$ cat config.mk
export PLATFORM = sky130hd
export DESIGN_NAME = ret_addr_stack
export DESIGN_NICKNAME = d
export VERILOG_FILES = /design/src/rtl/ret_addr_stack.sv
export SDC_FILE = /design/constraint.sdc
export NUM_CORES = 1
export LEC_CHECK = 0
export CORE_UTILIZATION = 58
export CTS_CLUSTER_DIAMETER = 40
export DETAILED_ROUTE_END_ITERATION = 8
export PLACE_DENSITY = 0.85
export SLEW_MARGIN = 15
export SYNTH_ARGS = -nofsm -noshare
export SYNTH_HDL_FRONTEND = slang
export SYNTH_SLANG_ARGS = --single-unit
$ cat constraint.sdc
create_clock -name clk -period 3.3 [get_ports clk]
set_input_delay 0.66 -clock clk [delete_from_list [all_inputs] [get_ports clk]]
set_output_delay 0.66 -clock clk [all_outputs]
set_load 0.02 [all_outputs]
$ cat src/rtl/ret_addr_stack.sv
// Return-address stack beside the PC: a circular LIFO of link addresses.
// Calls push pc+1, returns pop it back out on top. Every update is qualified
// by en (the PC advance enable), so a stalled cycle never pushes or pops twice.
module ret_addr_stack #(
  parameter int DATAWIDTH = 16,
  parameter int DEPTH     = 8,
  parameter int PTRW      = 3
) (
  input  logic                 clk,
  input  logic                 rst,
  input  logic                 en,
  input  logic                 push,
  input  logic                 pop,
  input  logic                 flush,
  input  logic [DATAWIDTH-1:0] push_addr,
  output logic [DATAWIDTH-1:0] top,
  output logic                 empty,
  output logic                 full,
  output logic [PTRW:0]        count,
  output logic                 ovf,
  output logic                 unf
);

  localparam logic [PTRW:0] FULL_CNT = (PTRW+1)'(DEPTH);

  logic [DATAWIDTH-1:0] mem [DEPTH];

  logic [PTRW-1:0]      sp_q, sp_d;
  logic [PTRW:0]        cnt_q, cnt_d;
  logic                 ovf_q, ovf_d;
  logic                 unf_q, unf_d;

  logic                 we;
  logic [PTRW-1:0]      waddr;
  logic [PTRW-1:0]      sp_m1;

  // Slot just below the free pointer is the live top; wraps modulo DEPTH.
  assign sp_m1 = sp_q - PTRW'(1);

  // Next-state: flush beats push&pop beats push beats pop; nothing moves without en.
  always_comb begin
    sp_d  = sp_q;
    cnt_d = cnt_q;
    ovf_d = ovf_q;
    unf_d = unf_q;
    we    = 1'b0;
    waddr = sp_q;
    if (en) begin
      if (flush) begin
        sp_d  = '0;
        cnt_d = '0;
        ovf_d = 1'b0;
        unf_d = 1'b0;
      end else if (push && pop) begin
        if (cnt_q != '0) begin
          // Tail call: replace the top in place; old top goes to the PC this cycle.
          we    = 1'b1;
          waddr = sp_m1;
        end else begin
          we    = 1'b1;
          sp_d  = sp_q + PTRW'(1);
          cnt_d = cnt_q + 1'b1;
          unf_d = 1'b1;
        end
      end else if (push) begin
        // When full the write lands on the oldest slot, losing the deepest return.
        we   = 1'b1;
        sp_d = sp_q + PTRW'(1);
        if (cnt_q == FULL_CNT) ovf_d = 1'b1;
        else                   cnt_d = cnt_q + 1'b1;
      end else if (pop) begin
        if (cnt_q != '0) begin
          sp_d  = sp_m1;
          cnt_d = cnt_q - 1'b1;
        end else begin
          unf_d = 1'b1;
        end
      end
    end
  end

  // Pointer, occupancy and sticky flags; reset discards all entries at once.
  always_ff @(posedge clk or negedge rst) begin
    if (!rst) begin
      sp_q  <= '0;
      cnt_q <= '0;
      ovf_q <= 1'b0;
      unf_q <= 1'b0;
    end else begin
      sp_q  <= sp_d;
      cnt_q <= cnt_d;
      ovf_q <= ovf_d;
      unf_q <= unf_d;
    end
  end

  // Storage is not reset; occupancy alone decides what is valid.
  always_ff @(posedge clk) begin
    if (we) mem[waddr] <= push_addr;
  end

  assign top   = (cnt_q != '0) ? mem[sp_m1] : '0;
  assign empty = (cnt_q == '0);
  assign full  = (cnt_q == FULL_CNT);
  assign count = cnt_q;
  assign ovf   = ovf_q;
  assign unf   = unf_q;

endmodule

==> summary.md, run 1 <==
| Metric | Value |
|---|---|
| Syn Area/Cell | `16.9 µm²` |
| Commonest register cell after synthesis | `edfxtp_1` |
| Max_slew headroom | `57.7%` |
| Slew Viols, Final | `0` |
| CTS Buffer Depth | `2` |
| Fin. Hold Viols | `0` |
| Fin crit share | `95.5%` |
| Iter 0 DRT Violations | `308` |
| Hold WC Path Type | `primary input to asynchronous set/reset pin` |
| Seq/Total Area, Yosys | `70.8%` |
| CTS Hold Bufs | `0` |
| Storage cell area | `0.00407 mm²` |
| Std-Cell Rows | `35` |
| Total CTS buffers | `17` |
| Synth top area share | `66.8%` |
| Maximum fanout along the worst path | `20` |
| Mapped Nets | `367` |
| P per Cell Area | `957 mW/mm²` |
| Global-route wire length before repair | `19,500 µm` |
| Slowest CP cell | `dfrtp_1` |
| Clock root cell | `clkbuf_8` |
| Layout cells sized above 1 | `24.9%` |
| Fillers | `525` |
| Worst Path Arrival | `2490 ps` |
| Clk_skew | `7.70 ps` |
| Worst endpoint required time | `2640 ps` |
| Reg clk slew, reported paths | `70 ps` |
| CP endpoint kind | `primary output` |
| Die Wd | `102 µm` |
| Final setup viols | `0` |
| EDFF count, synth | `128` |
| Dominant cell type by area after synthesis | `edfxtp_1` |
| RSZ-0062 raised after global routing | `false` |
| Leading post-synthesis cells by cell area | `edfxtp_1, mux4_2, dfrtp_1` |
| Critical path's most frequent cell | `nand2_1` |
| Vias/cell | `6.14` |
| Hold Slack | `447 ps` |
| Area of the multi-input gates | `0.00155 mm²` |
| Max cap viols | `0` |
| Initial antenna violation count | `0` |
| # IOs | `46` |
| Critical Path Source Type | `register` |
| Drt total wl | `12,500 µm` |
| Worst-margin pin slew | `630 ps` |
| Netlist cell types | `47` |
| DR vias | `3,384` |
| Pre-antenna DRT Iters | `5` |
| Avg WL per Cell | `22.7 µm` |
| H-tree levels | `4` |
| Die ar. | `0.0103 mm²` |
| CTS tree | `built` |
| Initial Util | `61.1%` |
| Largest delay share family, worst path | `buffers and inverters` |
| Peak supply drop | `0.614 mV` |
| Worst-path cell chain | `inv_1 -> ha_1 -> or3b_4 -> inv_8 -> nor2_1 -> buf_12 -> nand2_1 -> nand2_1 -> dlygate4sd2_1` |
| Global route overflow | `0` |
| Buffers & Inverters on Critical Path | `4` |
| Fmax | `0.317 GHz` |
| Pleak | `2.48 nW` |
| Routability cong. | `0.837` |
| Post-DP HPWL | `7270 µm` |
| Overall Global Routing Usage | `26.8%` |
| Cell Area, Synth | `0.00575 mm²` |
| Routed Antenna Nets | `0` |
| Status | `finished, final reports clean` |
| Pin count of the biggest net entering global routing | `43` |
| Crit-path max cell delay | `430 ps` |
| CTS sink cnt | `137` |
| Fin crit period | `3150 ps` |
| Ys Warns | `0` |
| Clk Latency, worst-skew pair | `520 ps` |
| Yosys reg bits | `137` |
| WP depth | `9` |
| Vias in the first global route | `3,530` |
| Die H | `102 µm` |
| Final setup TNS | `0 ps` |
| Port buffer count | `45` |
| Antenna Cells | `0` |
| Nets@finish | `435` |
| Core area | `0.00942 mm²` |
| Reg2reg path depth | `9` |
| Mapped Cells | `341` |
| DRC errors left | `0` |
| Ys async rst share | `6.57%` |
| Critical path type | `register to primary output` |
| Setup bufs post-CTS | `0` |
| P&R area growth vs syn | `23.7%` |
==> kinds of logic after synthesis <==
| kind of cell | after synthesis | synth area share [%] |
|---|---|---|
| flip-flops | 137 | 70.8 |
| AND/OR/NAND/NOR | 94 | 8.09 |
| AO/OA/AOI/OAI | 36 | 4.29 |
| multiplexers | 35 | 13.1 |
| buffers and inverters | 33 | 2.61 |
| adder cells (fa/ha/maj) | 4 | 0.870 |
| XOR/XNOR | 2 | 0.305 |
==> cells in the mapped netlist (2+ instances only) <==
| cell type | count |
|---|---|
| ha_1 | 4 |
| clkbuf_1 | 15 |
| inv_1 | 9 |
| nand4_1 | 6 |
| nand3_1 | 21 |
| nand2b_1 | 4 |
| xnor2_1 | 2 |
| mux2i_1 | 2 |
| dfrtp_1 | 9 |
| a21oi_2 | 2 |
| nand2_1 | 39 |
| nor2b_1 | 3 |
| a31oi_1 | 2 |
| nand3b_1 | 4 |
| buf_2 | 6 |
| edfxtp_1 | 128 |
| o21ai_0 | 5 |
| nor2_1 | 6 |
| nor3_1 | 2 |
| a21oi_1 | 12 |
| or3_1 | 2 |
| a2111oi_0 | 2 |
| mux4_2 | 32 |
==> flip-flops by register name, summed over array words and instances, names as in the netlist <==
signal	flops
unf	1
mem	128
count	4
ovf	1
sp_q	3
==> stage by stage <==
stage	power (mW)	utilization, %	cells	worst slack [ps]	instance area (µm²)
2_1_floorplan	3.86	-	341	306	5750
3_3_place_gp	4.94	69.3	519	463	6520
3_5_place_dp	5.01	69.3	519	400	6520
4_1_cts	6.83	75.6	551	146	7110
5_1_grt	7.08	75.6	551	26.2	7110
6_report	6.81	75.6	551	149	7110
==> worst paths after layout <==
kind                                           start                   to  slack (ps)
max in group asynchronous                        rst  sp_q[0]$_DFFE_PN0P_        2520
worst min register to register       ovf$_DFFE_PN0P_      ovf$_DFFE_PN0P_         540
worst max register to register  count[1]$_DFFE_PN0P_  mem[2][3]$_DFFE_PP_         640
min in group clk                     ovf$_DFFE_PN0P_      ovf$_DFFE_PN0P_         540
worst min-delay path                             rst  sp_q[1]$_DFFE_PN0P_         450
worst max-delay path            count[1]$_DFFE_PN0P_               top[3]         150
==> per-layer routing <==
layer | share of wire, % | track usage (%) | vias up
met5 | 0 | 0 | -
met3 | 6.4 | 6.00 | 21
li1 | - | - | 1492
met1 | 39 | 33.9 | 1713
met4 | 1.7 | 10.1 | 0
met2 | 53 | 45.6 | 158
==> layout by cell type (no fill, tap or decap), drive strengths merged, types with 7 or more instances in the layout <==
cell type / synthesis / layout
nand2: 39 / 39
edfxtp: 128 / 128
mux4: 32 / 32
dlygate4sd2: 0 / 16
nor2: 7 / 7
clkdlybuf4s50: 0 / 29
clkbuf: 15 / 18
nand3: 21 / 21
buf: 8 / 27
inv: 10 / 16
dfrtp: 9 / 9
a21oi: 14 / 14
==> power by group <==
part	internal, mW	switching (mW)	total, mW
logic	1.13	1.64	2.77
registers	2.02	0.0807	2.10
clock network	1.17	0.760	1.93
total	4.32	2.48	6.81
==> area by class of cell <==
cell class / instances / share of cell area (%)
Tap cell: 129 / 2.27
Inverter: 10 / 0.633
Timing Repair Buffer: 72 / 9.66
Clock buffer: 18 / 5.87
Sequential cell: 137 / 57.2
Clock inverter: 14 / 2.60
Multi-Input combinational cell: 171 / 21.8
==> repair_timing <==
item                                   4_1_cts  5_1_grt
gates resized for setup                     19        0
endpoints found under the hold margin        0        0
setup endpoints to repair                   16        0
(Power assumes the default switching activity.)
==> inputs of run 2 (changes only) <==
HOLD_SLACK_MARGIN = 0.12   (was unset)
PLACE_DENSITY = 0.88   (was 0.85)
SETUP_SLACK_MARGIN = 0.2   (was unset)
==> summary.md, run 2 (same netlist as run 1, synthesis figures left out) <==
| Metric | Value |
|---|---|
| Status | `finished, final reports clean (unchanged)` |
| Flop pwr share | `30.1% (was 30.8%)` |
| Maximum fanout along the worst path | `21 (was 20)` |
| Vias/cell | `6.32 (was 6.14)` |
| Worst-margin pin slew | `524 ps (was 630 ps)` |
| Port buffer count | `45 (unchanged)` |
| Core area | `0.00942 mm² (unchanged)` |
| Fmax | `0.331 GHz (was 0.317 GHz)` |
| Met3 Use GR | `7.25% (was 6.00%)` |
| Total CTS buffers | `17 (unchanged)` |
| Slew Viols, Final | `0 (unchanged)` |
| Commonest non-fill, non-tap cells in the layout | `edfxtp_1, nand2_1, mux4_2 (unchanged)` |
| Die ar. | `0.0103 mm² (unchanged)` |
| Max_slew headroom | `64.2% (was 57.7%)` |
| Initial antenna violation count | `0 (unchanged)` |
| CTS tree | `built (unchanged)` |
| Global-route wire length before repair | `20,200 µm (was 19,500 µm)` |
| Pre-antenna DRT Iters | `7 (was 5)` |
| Largest delay share family, worst path | `buffers and inverters (unchanged)` |
| CTS sink cnt | `137 (unchanged)` |
| Worst Path Arrival | `2360 ps (was 2490 ps)` |
| # IOs | `46 (unchanged)` |
| Vias in the first global route | `3,582 (was 3,530)` |
| Peak supply drop | `0.713 mV (was 0.614 mV)` |
| Overall Global Routing Usage | `28.0% (was 26.8%)` |
| Slowest CP cell | `dfrtp_2 (was dfrtp_1)` |
| Most used routing layer | `met2 (unchanged)` |
| CP endpoint kind | `primary output (unchanged)` |
| Routability cong. | `0.864 (was 0.837)` |
| P per Cell Area | `974 mW/mm² (was 957 mW/mm²)` |
| Antenna Cells | `0 (unchanged)` |
| Buffers & Inverters on Critical Path | `3 (was 4)` |
| P&R area growth vs syn | `24.7% (was 23.7%)` |
| Fin crit share | `91.6% (was 95.5%)` |
| Layout cells sized above 1 | `28.0% (was 24.9%)` |
| Critical Path Source Type | `register (unchanged)` |
| Final setup TNS | `0 ps (unchanged)` |
| Share of power burned in the clock network | `27.7% (was 28.4%)` |
| Reg clk slew, reported paths | `60 ps (was 70 ps)` |
| NetSw | `2.55 mW (was 2.48 mW)` |
| Post-DP HPWL | `7320 µm (was 7270 µm)` |
| Worst-path cell chain | `inv_1 -> ha_4 -> buf_12 -> mux4_2 -> nand3_1 -> nand2_1 -> dlygate4sd2_1 (was inv_1 -> ha_1 -> or3b_4 -> inv_8 -> nor2_1 -> buf_12 -> nand2_1 -> nand2_1 -> dlygate4sd2_1)` |
| WP depth | `7 (was 9)` |
| Hold WC Path Type | `primary input to asynchronous set/reset pin (unchanged)` |
| Worst endpoint required time | `2640 ps (about the same)` |
| Fin area | `0.00717 mm² (was 0.00711 mm²)` |
| Pleak | `2.47 nW (was 2.48 nW)` |
| Routed Antenna Nets | `0 (unchanged)` |
| Initial Util | `61.1% (unchanged)` |
| Fillers | `484 (was 525)` |
| Critical path type | `register to primary output (unchanged)` |
| Largest register FFs | `128 (unchanged)` |
| CTS Buffer Depth | `2 (unchanged)` |
| Combinational share of power | `42.2% (was 40.8%)` |
| Clock root cell | `clkbuf_8 (unchanged)` |
| Final setup viols | `0 (unchanged)` |
| DRC errors left | `0 (unchanged)` |
| Internal power | `4.43 mW (was 4.32 mW)` |
| Iter 0 DRT Violations | `400 (was 308)` |
| Global route overflow | `0 (unchanged)` |
| Area after DPL | `0.00647 mm² (was 0.00652 mm²)` |
| Most common cell after layout, fill and taps aside | `edfxtp_1 (unchanged)` |
| Crit-path max cell delay | `430 ps (about the same)` |
| Switching Fraction | `36.6% (was 36.5%)` |
| RSZ-0062 raised after global routing | `false (unchanged)` |
| Max cap viols | `0 (unchanged)` |
| Reg2reg path depth | `8 (was 9)` |
| Die Wd | `102 µm (unchanged)` |
| Drt total wl | `12,900 µm (was 12,500 µm)` |
| Clk_skew | `6.44 ps (was 7.70 ps)` |
| Met1 usage | `37.1% (was 33.9%)` |
| Nets@finish | `438 (was 435)` |
| H-tree levels | `4 (unchanged)` |
| Avg WL per Cell | `23.4 µm (was 22.7 µm)` |
| Fin crit period | `3020 ps (was 3150 ps)` |
| Clk Latency, worst-skew pair | `520 ps (about the same)` |
| Std-Cell Rows | `35 (unchanged)` |
| Pin count of the biggest net entering global routing | `43 (unchanged)` |
| DR vias | `3,502 (was 3,384)` |
| Fin. Hold Viols | `0 (unchanged)` |
| Die H | `102 µm (unchanged)` |
| GR Util met2 | `44.2% (was 45.6%)` |
| Biggest register | `mem (unchanged)` |
run 2: changes by cell type in the layout (fill, tap and decap cells not counted), moves of 2 or more:
cell | before | now
dlygate4sd2_1 | 16 | 5
clkdlybuf4s15_1 | 0 | 4
clkdlybuf4s15_2 | 0 | 4
clkbuf_2 | 0 | 3
buf_4 | 22 | 24
buf_6 | 1 | 3
clkinv_4 | 2 | 4
ha_4 | 0 | 2
run 2: timing repair:
action | in CTS | in global routing
pin swaps | 0 | 1
hold buffers | 0 | 0
endpoints found under the setup margin | 17 | 17
setup buffers | 2 | 2
gates resized for setup | 45 | 6
cloned | 1 | 0
run 2: area by class of cell:
cell class                      count  area (µm²)  share of cell area [%]
Timing Repair Buffer               75         708                    9.88
Clock buffer                       18         418                    5.83
Inverter                           10        45.0                   0.628
Tap cell                          129         161                    2.25
Sequential cell                   137        4070                    56.8
Clock inverter                     14         186                    2.60
Multi-Input combinational cell    171        1580                    22.0
run 2: path summary, 6_finish.rpt:
path,endpoint,from,slack (ps)
max reg2reg,mem[6][3]$_DFFE_PP_,sp_q[0]$_DFFE_PN0P_,750
min reg2reg,ovf$_DFFE_PN0P_,ovf$_DFFE_PN0P_,540
min,ovf$_DFFE_PN0P_,rst,450
max,top[11],sp_q[0]$_DFFE_PN0P_,280
min in group clk,ovf$_DFFE_PN0P_,ovf$_DFFE_PN0P_,540
max in group asynchronous,sp_q[0]$_DFFE_PN0P_,rst,2520
run 2: per-stage QoR:
step / instances / util (%) / worst slack [ps] / hold WS (ps) / total power, mW
floorplan: 341 / - / 306 / 364 / 3.86
global placement: 517 / 68.7 / 435 / 512 / 4.84
detailed placement: 517 / 68.7 / 360 / 536 / 4.90
CTS: 552 / 76.0 / 240 / 455 / 6.96
global route: 554 / 76.2 / 193 / 485 / 7.24
finish: 554 / 76.2 / 279 / 445 / 6.98
run 2: routing by layer:
| metal | wire length [µm] | part of all wire [%] | vias to the layer above |
|---|---|---|---|
| li1 | - | - | 1495 |
| met1 | 4690 | 36 | 1719 |
| met2 | 6570 | 51 | 256 |
| met3 | 1350 | 10 | 32 |
| met4 | 338 | 2.6 | 0 |
| met5 | 0 | 0 | - |
run 2: power groups by stage:
stage	Clock (mW)	Combinational (mW)	Sequential, mW
after floorplan	0	1.72	2.14
after global placement	0	2.71	2.13
after detailed placement	0	2.76	2.14
after CTS	1.95	2.90	2.11
after global routing	2.02	3.11	2.11
final	1.93	2.95	2.10
